===== config.mk =====
export PLATFORM = sky130hd
export DESIGN_NAME = dmem_request_unit_flat
export DESIGN_NICKNAME = d
export VERILOG_FILES = /design/src/rtl/dmem_request_unit_if.sv /design/src/rtl/dmem_request_unit.sv /design/src/flat_wrapper.sv
export SDC_FILE = /design/constraint.sdc
export NUM_CORES = 1
export LEC_CHECK = 0
export ABC_AREA = 1
export BUFFER_PORTS_ARGS = -buffer_cell sky130_fd_sc_hd__buf_4
export CELL_PAD_IN_SITES_DETAIL_PLACEMENT = 1
export CELL_PAD_IN_SITES_GLOBAL_PLACEMENT = 1
export CORE_ASPECT_RATIO = 1.1
export CORE_MARGIN = 4
export CORE_UTILIZATION = 30
export DETAILED_ROUTE_END_ITERATION = 8
export GPL_ROUTABILITY_DRIVEN = 1
export PLACE_DENSITY_LB_ADDON = 0.1
export SYNTH_ARGS = -nofsm -noshare
export SYNTH_HDL_FRONTEND = slang
export SYNTH_SLANG_ARGS = --single-unit

===== constraint.sdc =====
create_clock -name CLK -period 1.46 [get_ports CLK]
set_input_delay 0.292 -clock CLK [delete_from_list [all_inputs] [get_ports CLK]]
set_output_delay 0.292 -clock CLK [all_outputs]
set_load 0.01 [all_outputs]

===== src/rtl/dmem_request_unit_if.sv =====
// Handshake bundle between the EX/MEM latch, the data-cache port, the hazard
// unit and dmem_request_unit. The slave side is the request unit itself; the
// master side is whatever drives the EX/MEM latch and the cache response.
interface dmem_request_unit_if;
  // EX/MEM latch side
  logic        ex_dREN;
  logic        ex_dWEN;
  logic [31:0] ex_addr;
  logic [31:0] ex_wdata;
  logic        ex_halt;
  // cache response
  logic        dhit;
  logic [31:0] dload;
  // cache request
  logic        dmemREN;
  logic        dmemWEN;
  logic [31:0] dmemaddr;
  logic [31:0] dmemstore;
  // pipeline status
  logic        mem_busy;
  logic        mem_done;
  logic [31:0] mem_rdata;
  logic        halt_out;
  logic        err;

  modport slave (
    input  ex_dREN, ex_dWEN, ex_addr, ex_wdata, ex_halt, dhit, dload,
    output dmemREN, dmemWEN, dmemaddr, dmemstore,
           mem_busy, mem_done, mem_rdata, halt_out, err
  );

  modport master (
    output ex_dREN, ex_dWEN, ex_addr, ex_wdata, ex_halt, dhit, dload,
    input  dmemREN, dmemWEN, dmemaddr, dmemstore,
           mem_busy, mem_done, mem_rdata, halt_out, err
  );
endinterface


===== src/rtl/dmem_request_unit.sv =====
// Data-memory request controller at the MEM end of the stall protocol.
// Takes one load/store from EX/MEM, holds it on the cache port until dhit,
// pulses mem_done for one cycle, then returns to IDLE. A halt parks the unit
// in HALTED until reset.
// Optional feature: define DMEM_REQ_TIMEOUT_EN to bound each access to
// WAIT_MAX REQ cycles; an expired access completes with err set sticky and
// mem_rdata cleared.
module dmem_request_unit #(
  parameter int unsigned WAIT_MAX = 1023
) (
  input logic               CLK,
  input logic               nRST,
  dmem_request_unit_if.slave bus
);

  typedef enum logic [1:0] {IDLE, REQ, DONE, HALTED} state_t;

  // latched request presented to the cache
  typedef struct packed {
    logic        ren;
    logic        wen;
    logic [31:0] addr;
    logic [31:0] wdata;
  } req_t;

  state_t      state_q;
  req_t        req_q;
  logic        done_q;
  logic        halt_q;
  logic [31:0] rdata_q;
  logic        new_req;
  logic        tmo;

  // a request in IDLE is only taken when no halt accompanies it
  assign new_req = (bus.ex_dREN | bus.ex_dWEN) & ~bus.ex_halt;

`ifdef DMEM_REQ_TIMEOUT_EN
  localparam int CW = (WAIT_MAX > 1) ? $clog2(WAIT_MAX + 1) : 1;
  logic [CW-1:0] cnt_q;
  logic          err_q;

  // expiry only when dhit is absent; a late hit still completes normally
  assign tmo = (state_q == REQ) && !bus.dhit && (cnt_q == CW'(WAIT_MAX - 1));

  // wait counter: held at zero outside REQ so it starts fresh on entry
  always_ff @(posedge CLK) begin
    if (!nRST)                 cnt_q <= '0;
    else if (state_q != REQ)   cnt_q <= '0;
    else if (!bus.dhit)        cnt_q <= cnt_q + 1'b1;
  end

  assign bus.err = err_q;
`else
  assign tmo     = 1'b0;
  assign bus.err = 1'b0;
`endif

  // main FSM with registered cache request, done pulse, load data and halt
  always_ff @(posedge CLK) begin
    if (!nRST) begin
      state_q <= IDLE;
      req_q   <= '0;
      done_q  <= 1'b0;
      halt_q  <= 1'b0;
      rdata_q <= '0;
`ifdef DMEM_REQ_TIMEOUT_EN
      err_q   <= 1'b0;
`endif
    end else begin
      done_q <= 1'b0;
      unique case (state_q)
        IDLE: begin
          if (bus.ex_halt) begin
            state_q <= HALTED;
            halt_q  <= 1'b1;
          end else if (new_req) begin
            // store wins when both strobes are set
            state_q     <= REQ;
            req_q.ren   <= bus.ex_dREN & ~bus.ex_dWEN;
            req_q.wen   <= bus.ex_dWEN;
            req_q.addr  <= bus.ex_addr;
            req_q.wdata <= bus.ex_wdata;
          end
        end
        REQ: begin
          if (bus.dhit) begin
            state_q   <= DONE;
            done_q    <= 1'b1;
            req_q.ren <= 1'b0;
            req_q.wen <= 1'b0;
            if (req_q.ren) rdata_q <= bus.dload;
          end else if (tmo) begin
            state_q   <= DONE;
            done_q    <= 1'b1;
            req_q.ren <= 1'b0;
            req_q.wen <= 1'b0;
            rdata_q   <= '0;
`ifdef DMEM_REQ_TIMEOUT_EN
            err_q     <= 1'b1;
`endif
          end
        end
        // EX/MEM advances at the end of DONE, so go straight back to IDLE
        DONE:    state_q <= IDLE;
        HALTED:  state_q <= HALTED;
        default: state_q <= IDLE;
      endcase
    end
  end

  // stall asserts combinationally in the cycle the request first appears
  assign bus.mem_busy  = (state_q == REQ) | ((state_q == IDLE) & new_req);
  assign bus.mem_done  = done_q;
  assign bus.mem_rdata = rdata_q;
  assign bus.halt_out  = halt_q;
  assign bus.dmemREN   = req_q.ren;
  assign bus.dmemWEN   = req_q.wen;
  assign bus.dmemaddr  = req_q.addr;
  assign bus.dmemstore = req_q.wdata;

endmodule


===== src/flat_wrapper.sv =====
// flat-port wrapper written by rule: the top's interface ports become plain ports
module dmem_request_unit_flat 
#(
  parameter int unsigned WAIT_MAX = 1023
)
  (CLK, nRST, bus_ex_dREN, bus_ex_dWEN, bus_ex_addr, bus_ex_wdata, bus_ex_halt, bus_dhit, bus_dload, bus_dmemREN, bus_dmemWEN, bus_dmemaddr, bus_dmemstore, bus_mem_busy, bus_mem_done, bus_mem_rdata, bus_halt_out, bus_err);
  dmem_request_unit_if bus_i ();
  input logic CLK;
  input logic nRST;
  input wire logic [$bits(bus_i.ex_dREN)-1:0] bus_ex_dREN;
  input wire logic [$bits(bus_i.ex_dWEN)-1:0] bus_ex_dWEN;
  input wire logic [$bits(bus_i.ex_addr)-1:0] bus_ex_addr;
  input wire logic [$bits(bus_i.ex_wdata)-1:0] bus_ex_wdata;
  input wire logic [$bits(bus_i.ex_halt)-1:0] bus_ex_halt;
  input wire logic [$bits(bus_i.dhit)-1:0] bus_dhit;
  input wire logic [$bits(bus_i.dload)-1:0] bus_dload;
  output wire logic [$bits(bus_i.dmemREN)-1:0] bus_dmemREN;
  output wire logic [$bits(bus_i.dmemWEN)-1:0] bus_dmemWEN;
  output wire logic [$bits(bus_i.dmemaddr)-1:0] bus_dmemaddr;
  output wire logic [$bits(bus_i.dmemstore)-1:0] bus_dmemstore;
  output wire logic [$bits(bus_i.mem_busy)-1:0] bus_mem_busy;
  output wire logic [$bits(bus_i.mem_done)-1:0] bus_mem_done;
  output wire logic [$bits(bus_i.mem_rdata)-1:0] bus_mem_rdata;
  output wire logic [$bits(bus_i.halt_out)-1:0] bus_halt_out;
  output wire logic [$bits(bus_i.err)-1:0] bus_err;
  assign bus_i.ex_dREN = bus_ex_dREN;
  assign bus_i.ex_dWEN = bus_ex_dWEN;
  assign bus_i.ex_addr = bus_ex_addr;
  assign bus_i.ex_wdata = bus_ex_wdata;
  assign bus_i.ex_halt = bus_ex_halt;
  assign bus_i.dhit = bus_dhit;
  assign bus_i.dload = bus_dload;
  assign bus_dmemREN = bus_i.dmemREN;
  assign bus_dmemWEN = bus_i.dmemWEN;
  assign bus_dmemaddr = bus_i.dmemaddr;
  assign bus_dmemstore = bus_i.dmemstore;
  assign bus_mem_busy = bus_i.mem_busy;
  assign bus_mem_done = bus_i.mem_done;
  assign bus_mem_rdata = bus_i.mem_rdata;
  assign bus_halt_out = bus_i.halt_out;
  assign bus_err = bus_i.err;
  dmem_request_unit #(.WAIT_MAX(WAIT_MAX)) u_core (.CLK(CLK), .nRST(nRST), .bus(bus_i));
endmodule

==> flow_metrics.env, run 1 <==
export IMPL_worst_setup_path_end_kind="output port"
export IMPL_min_path_type="input port to flip-flop"
export IMPL_failing_checks="setup timing"
export IMPL_grt_usage_pct=16.7
export IMPL_place_port_buffers=202
export IMPL_r2r_start="u_core.state_q[1]"
export IMPL_grt_use_met2_pct=29.4
export IMPL_post_route_worst_setup_slack_ps=-63.5
export IMPL_cp_required_ps=1170
export IMPL_reg2regPathDepth=10
export IMPL_mostFrequentLayoutCells="sky130_fd_sc_hd__buf_4, sky130_fd_sc_hd__nor2_1, sky130_fd_sc_hd__dfxtp_1"
export IMPL_route_final_wire_length_mm=12.7
export IMPL_number_of_buffers_added_by_the_clock_tree_synthesis_step=9
export IMPL_ys_types=20
export IMPL_die_height_um=125
export IMPL_detail_route_wl_per_cell_um=15.1
export IMPL_post_place_cells=814
export IMPL_post_drt_via_cell_ratio=4.55
export IMPL_finalHoldWorstSlack_ps=181
export IMPL_timing_clock_skew_ps=4.38
export IMPL_finalWeightedCongestion=0.722
export IMPL_insertedDiodeCount=0
export IMPL_instances_no_fill=841
export IMPL_first_iter_violations=135
export IMPL_die_w_um=114
export IMPL_worst_ir_drop_vdd_uv=699
export IMPL_outcome="finished, violations left"
export IMPL_worst_hold_path_num_cells=3
export IMPL_layout_cells_most_common="sky130_fd_sc_hd__buf_4"
export IMPL_drt_pass1_iterations=4
export IMPL_cts_max_path_buffers=2
export IMPL_hold_path_startpoint="bus_ex_addr[25]"
export IMPL_cts_root_buffer_cell="sky130_fd_sc_hd__clkbuf_16"
export IMPL_yosysWarnings=0
export IMPL_cts_max_level=3
export IMPL_synth_seq_cells=102
export IMPL_num_io_pins=204
export IMPL_power_leakage_nw=2.73
export IMPL_number_of_global_route_vias_before_repair=3925
export IMPL_power_mw=9.72
export IMPL_grtUsageMet1_pct=19.4
export IMPL_flow_area_growth_from_synthesis_pct=59.0
export IMPL_effective_utilization_at_floorplan_pct=30.8
export IMPL_number_of_antenna_violations_at_the_first_check_in_global_routing=0
export IMPL_timing_critical_path_fanout_max=3
export IMPL_r2r_slack_ps=-20
export IMPL_place_detailed_hpwl_mm=8.74
export IMPL_min_to="u_core.bus.dmemaddr[25]"
export IMPL_dieArea_mm2=0.0143
export IMPL_layout_drive_gt1_share_pct=37.4
export IMPL_power_per_cell_area_mw_per_mm2=1630
export IMPL_antenna_left=0
export IMPL_timing_max_transition_violations_final=0
export IMPL_drc=0
export IMPL_area_of_the_core_mm2=0.0121
export IMPL_grt_start_max_net_pins=53
export IMPL_synth_seq_area_share_pct=54.6
export IMPL_startpoint_type="flip-flop"
export IMPL_gate_count_post_synth=477
export IMPL_netlist_area_mm2=0.00374
export IMPL_grt_busiest_layer="met2"
export IMPL_finalHoldViolations=0
export IMPL_clk_pin_slew_worst_paths_ps=70
export IMPL_crit_type="flip-flop to output port"
export IMPL_critical_path_reg2reg_endpoint="u_core.bus.dmemstore[11]"
export IMPL_timing_max_cap_violations=0
export IMPL_globalRoute_totalOverflow=0
export IMPL_rsz0062_at_grt="yes"
export IMPL_setup_violations_final=2
export IMPL_cts_tree="yes"
export IMPL_num_rows=42
export IMPL_postSynthNetCount=583
export IMPL_worst_endpoint_arrival_ps=1230
export IMPL_worstSkewPairLatency_ps=340
export IMPL_cts_sinks=102
export IMPL_syn_area_per_cell_um2=7.84
export IMPL_dpl_worst_slack_ps=-52.1
export IMPL_final_min_period_over_clock_period_pct=104
export IMPL_period_minus_slack_ps=1520
export IMPL_dr_total_vias=3828
export IMPL_globalRouteMet3Util_pct=3.53
export IMPL_final_nets=788
export IMPL_layout_core_utilization_pct=49.0
export IMPL_maxClockFrequency_ghz=0.656
export IMPL_grt_pass1_wl_mm=19.3
synthesized netlist by cell type:
master | n | share of area (%)
sky130_fd_sc_hd__o21bai_1 | 1 | 0.20
sky130_fd_sc_hd__nand3_2 | 1 | 0.27
sky130_fd_sc_hd__nand2_2 | 2 | 0.33
sky130_fd_sc_hd__clkbuf_1 | 13 | 1.3
sky130_fd_sc_hd__nand3_1 | 3 | 0.40
sky130_fd_sc_hd__inv_2 | 3 | 0.30
sky130_fd_sc_hd__ha_1 | 4 | 1.3
sky130_fd_sc_hd__nand2_1 | 15 | 1.5
sky130_fd_sc_hd__clkinv_1 | 1 | 0.10
sky130_fd_sc_hd__buf_4 | 7 | 1.4
sky130_fd_sc_hd__a21oi_1 | 33 | 4.4
sky130_fd_sc_hd__inv_1 | 40 | 4.0
sky130_fd_sc_hd__dfxtp_1 | 102 | 55
sky130_fd_sc_hd__nor2_2 | 1 | 0.17
sky130_fd_sc_hd__nor2_1 | 142 | 14
sky130_fd_sc_hd__buf_6 | 5 | 1.5
sky130_fd_sc_hd__o21ai_1 | 58 | 7.8
sky130_fd_sc_hd__buf_2 | 6 | 0.80
sky130_fd_sc_hd__conb_1 | 1 | 0.10
sky130_fd_sc_hd__o21ai_0 | 39 | 5.2
worst max-delay path by stage:
stage / startpoint / end / slack, ps
2_1_floorplan: u_core.state_q[0] / bus_mem_busy / 20
3_3_place_gp: u_core.state_q[1] / u_core.bus.dmemaddr[30] / 20
3_5_place_dp: u_core.state_q[1] / u_core.bus.dmemstore[26] / -50
4_1_cts: u_core.state_q[1] / bus_mem_busy / -100
5_1_grt: u_core.state_q[1] / bus_mem_busy / -140
6_report: u_core.state_q[1] / bus_mem_busy / -60
metal layers:
layer	vias up	share of wire, %
li1	1926	-
met3	15	6.5
met2	109	50
met4	0	1.9
met5	-	0
met1	1778	41
final cells by class:
| class | instances | area [um^2] |
|---|---|---|
| Multi-Input combinational cell | 300 | 1390 |
| Sequential cell | 102 | 2040 |
| Inverter | 44 | 178 |
| Fill cell | 1510 | 6190 |
| Clock buffer | 12 | 256 |
| Timing Repair Buffer | 225 | 1840 |
| Clock inverter | 4 | 45.0 |
| Tap cell | 154 | 193 |
what timing repair did:
action | CTS | global route
setup endpoints to repair | 55 | 68
hold buffers | 0 | 0
gates resized for setup | 12 | 27
pin swaps | 2 | 2
gates cloned | 1 | 4
buffers inserted | 3 | 3
stage by stage:
stage	instance area, um^2	TNS, ps
2_1_floorplan	3740	0
3_3_place_gp	5410	0
5_1_grt	5950	-4780
6_report	5950	-78.9
3_5_place_dp	5410	-790
4_1_cts	5800	-114
flip-flops by register name, indices dropped and copies added, names as in the netlist:
name,cells
u_core.bus.dmemstore,32
u_core.bus.dmemWEN,1
u_core.bus.mem_rdata,32
u_core.bus.mem_done,1
u_core.bus.dmemaddr,32
u_core.bus.dmemREN,1
u_core.state_q,2
u_core.bus.halt_out,1
kinds of logic (layout without fill, tap and decap cells):
family | count (synthesis) | count (layout) | share of synthesized area, %
fa+ha+maj | 4 | 4 | 1.34
compound gates | 131 | 131 | 17.6
buf+inv | 75 | 285 | 9.43
flops | 102 | 102 | 54.6
simple gates | 164 | 164 | 16.9
other cells | 1 | 1 | 0.100
where the power goes:
| group | leakage [nW] | switching (mW) | internal (mW) | total, mW |
|---|---|---|---|---|
| clock network | 0.152 | 1.02 | 1.41 | 2.44 |
| logic | 1.74 | 1.81 | 1.81 | 3.62 |
| registers | 0.835 | 0.302 | 3.36 | 3.66 |
critical path: stages (launching register included):
cell	delay, ps
sky130_fd_sc_hd__dfxtp_2	330
sky130_fd_sc_hd__inv_4	70
sky130_fd_sc_hd__ha_4	140
sky130_fd_sc_hd__inv_4	40
sky130_fd_sc_hd__nor2_4	70
sky130_fd_sc_hd__nand2_2	70
sky130_fd_sc_hd__nand2_2	70
sky130_fd_sc_hd__buf_6	100
Power figures use the tool's default switching activity.
==> run 2: changes to the inputs <==
--- a/config.mk
+++ b/config.mk
@@ -11,7 +11,8 @@
 export CELL_PAD_IN_SITES_GLOBAL_PLACEMENT = 1
 export CORE_ASPECT_RATIO = 1.1
 export CORE_MARGIN = 4
-export CORE_UTILIZATION = 30
+export CORE_UTILIZATION = 31
+export CTS_BUF_LIST = sky130_fd_sc_hd__clkbuf_8
 export DETAILED_ROUTE_END_ITERATION = 8
 export GPL_ROUTABILITY_DRIVEN = 1
 export PLACE_DENSITY_LB_ADDON = 0.1
==> run 2 against run 1 <==
Effect of this change: the run still ends with setup timing left; first-iteration DRC count fell by 13%; clock power down 26%; combinational power barely moved; via count is 1.3% lower; sequential power barely moved; sequential share of layout area rose by 0.59 points; critical path type unchanged; largest power group unchanged; highest routed layer unchanged.
==> flow_metrics.env, run 2 (synthesized netlist as in run 1, its figures left out) <==
export IMPL_startpoint_type="flip-flop"
export IMPL_outcome="finished, violations left"
export IMPL_hold_path_startpoint="bus_ex_wdata[28]"
export IMPL_place_port_buffers=202
export IMPL_clk_pin_slew_worst_paths_ps=100
export IMPL_drc=0
export IMPL_insertedDiodeCount=0
export IMPL_mostFrequentLayoutCells="sky130_fd_sc_hd__buf_4, sky130_fd_sc_hd__nor2_1, sky130_fd_sc_hd__dfxtp_1"
export IMPL_layout_cell_area_non_filler_mm2=0.00585
export IMPL_critPathBufInv=3
export IMPL_cts_tree="yes"
export IMPL_antenna_left=0
export IMPL_critPathSlowestCell="sky130_fd_sc_hd__dfxtp_2"
export IMPL_worstPathCellList="inv_4 -> ha_4 -> inv_2 -> nor2_4 -> nand2_4 -> nand2_2 -> buf_6"
export IMPL_num_rows=41
export IMPL_drt_pass1_iterations=4
export IMPL_crit_type="flip-flop to output port"
export IMPL_period_minus_slack_ps=1550
export IMPL_timing_max_transition_violations_final=0
export IMPL_setup_violations_final=1
export IMPL_timing_max_cap_violations=0
export IMPL_failing_checks="setup timing"
export IMPL_cp_required_ps=1170
export IMPL_num_io_pins=204
export IMPL_worstSkewPairLatency_ps=370
export IMPL_layout_cells_most_common="sky130_fd_sc_hd__buf_4"
export IMPL_grt_pass1_wl_mm=19.5
export IMPL_timing_clock_skew_ps=9.48
export IMPL_cts_max_level=3
export IMPL_effective_utilization_at_floorplan_pct=32.1
export IMPL_min_path_type="input port to flip-flop"
export IMPL_rsz0062_at_grt="yes"
export IMPL_crit_start="u_core.state_q[1]"
export IMPL_dr_total_vias=3778
export IMPL_die_height_um=123
export IMPL_flow_area_growth_from_synthesis_pct=56.3
export IMPL_cts_max_path_buffers=2
export IMPL_number_of_buffers_added_by_the_clock_tree_synthesis_step=9
export IMPL_final_nets=788
export IMPL_layout_drive_gt1_share_pct=38.3
export IMPL_area_of_the_core_mm2=0.0116
export IMPL_globalRoute_totalOverflow=0
export IMPL_post_drt_via_cell_ratio=4.51
export IMPL_worst_endpoint_arrival_ps=1250
export IMPL_cts_root_buffer_cell="sky130_fd_sc_hd__clkbuf_8"
export IMPL_number_of_global_route_vias_before_repair=3914
export IMPL_final_min_period_over_clock_period_pct=106
export IMPL_dieArea_mm2=0.0139
export IMPL_placed_cell_area_mm2=0.00544
export IMPL_power_leakage_nw=2.67
export IMPL_finalWeightedCongestion=0.706
export IMPL_worst_path_dominant_cell_family="flip-flops"
export IMPL_grt_usage_pct=17.7
export IMPL_power_per_cell_area_mw_per_mm2=1550
export IMPL_finalHoldWorstSlack_ps=152
export IMPL_route_final_wire_length_mm=12.3
export IMPL_grt_start_max_net_pins=55
export IMPL_r2r_slack_ps=40
export IMPL_number_of_antenna_violations_at_the_first_check_in_global_routing=0
export IMPL_post_route_worst_setup_slack_ps=-85.1
export IMPL_timing_critical_path_fanout_max=3
export IMPL_cts_hold_repair_buffers=0
export IMPL_power_mw=9.07
export IMPL_place_detailed_hpwl_mm=8.90
export IMPL_r2r_start="u_core.state_q[0]"
export IMPL_first_iter_violations=118
export IMPL_worst_ir_drop_vdd_uv=623
export IMPL_die_w_um=113
export IMPL_cts_sinks=102
export IMPL_maxClockFrequency_ghz=0.647
export IMPL_worst_setup_path_end_kind="output port"
export IMPL_finalHoldViolations=0
export IMPL_critical_path_max_stage_delay_ps=340
export IMPL_detail_route_wl_per_cell_um=14.6
## run 2: metal layers
layer	wire, um	GRT usage [%]	vias up
li1	-	-	1923
met1	4830	20.1	1745
met2	6450	32.1	104
met3	872	5.14	6
met4	104	5.18	0
met5	0	0	-
## run 2: layout make-up
cell class	instances	area, um^2
fill	1434	5800
clock buffer	10	138
sequential	102	2040
timing repair buffer	225	1830
inverter	44	175
clock inverter	6	61.3
tap	150	188
multi-input combinational	300	1410
## run 2: worst paths after layout
path | endpoint | depth (start not counted)
max reg2reg | u_core.state_q[0] | 8
min reg2reg | u_core.bus.mem_rdata[24] | 2
min | u_core.bus.dmemstore[28] | 3
max | bus_mem_busy | 7
## run 2: what timing repair did
item                                    CTS  global route
gates resized for setup                  19            30
setup buffers                             3             2
pin swaps                                 1             4
endpoints found under the setup margin   14            59
gates cloned                              2             1
## run 2: through the flow
step	instances	setup TNS, ps	worst slack, ps	utilization [%]
CTS	834	-127	-127	49.5
finish	837	-85.1	-85.1	50.2
detailed placement	813	-71.9	-21.1	46.7
global placement	813	0	60.5	46.7
floorplan	477	0	21.8	-
global route	837	-1780	-163	50.2
## run 2: worst min-delay path, delay by kind of cell
| family | cells | cell delay [ps] |
|---|---|---|
| AOI/OAI and AO/OA | 1 | 50 |
| buffers and inverters | 1 | 80 |
| and+or+nand+nor | 1 | 70 |
## run 2: power by group
| part | leakage, nW | internal (mW) | total (mW) | switching [mW] |
|---|---|---|---|---|
| sequential | 0.835 | 3.35 | 3.65 | 0.300 |
| clock | 0.102 | 0.834 | 1.81 | 0.980 |
| combinational | 1.74 | 1.80 | 3.60 | 1.79 |
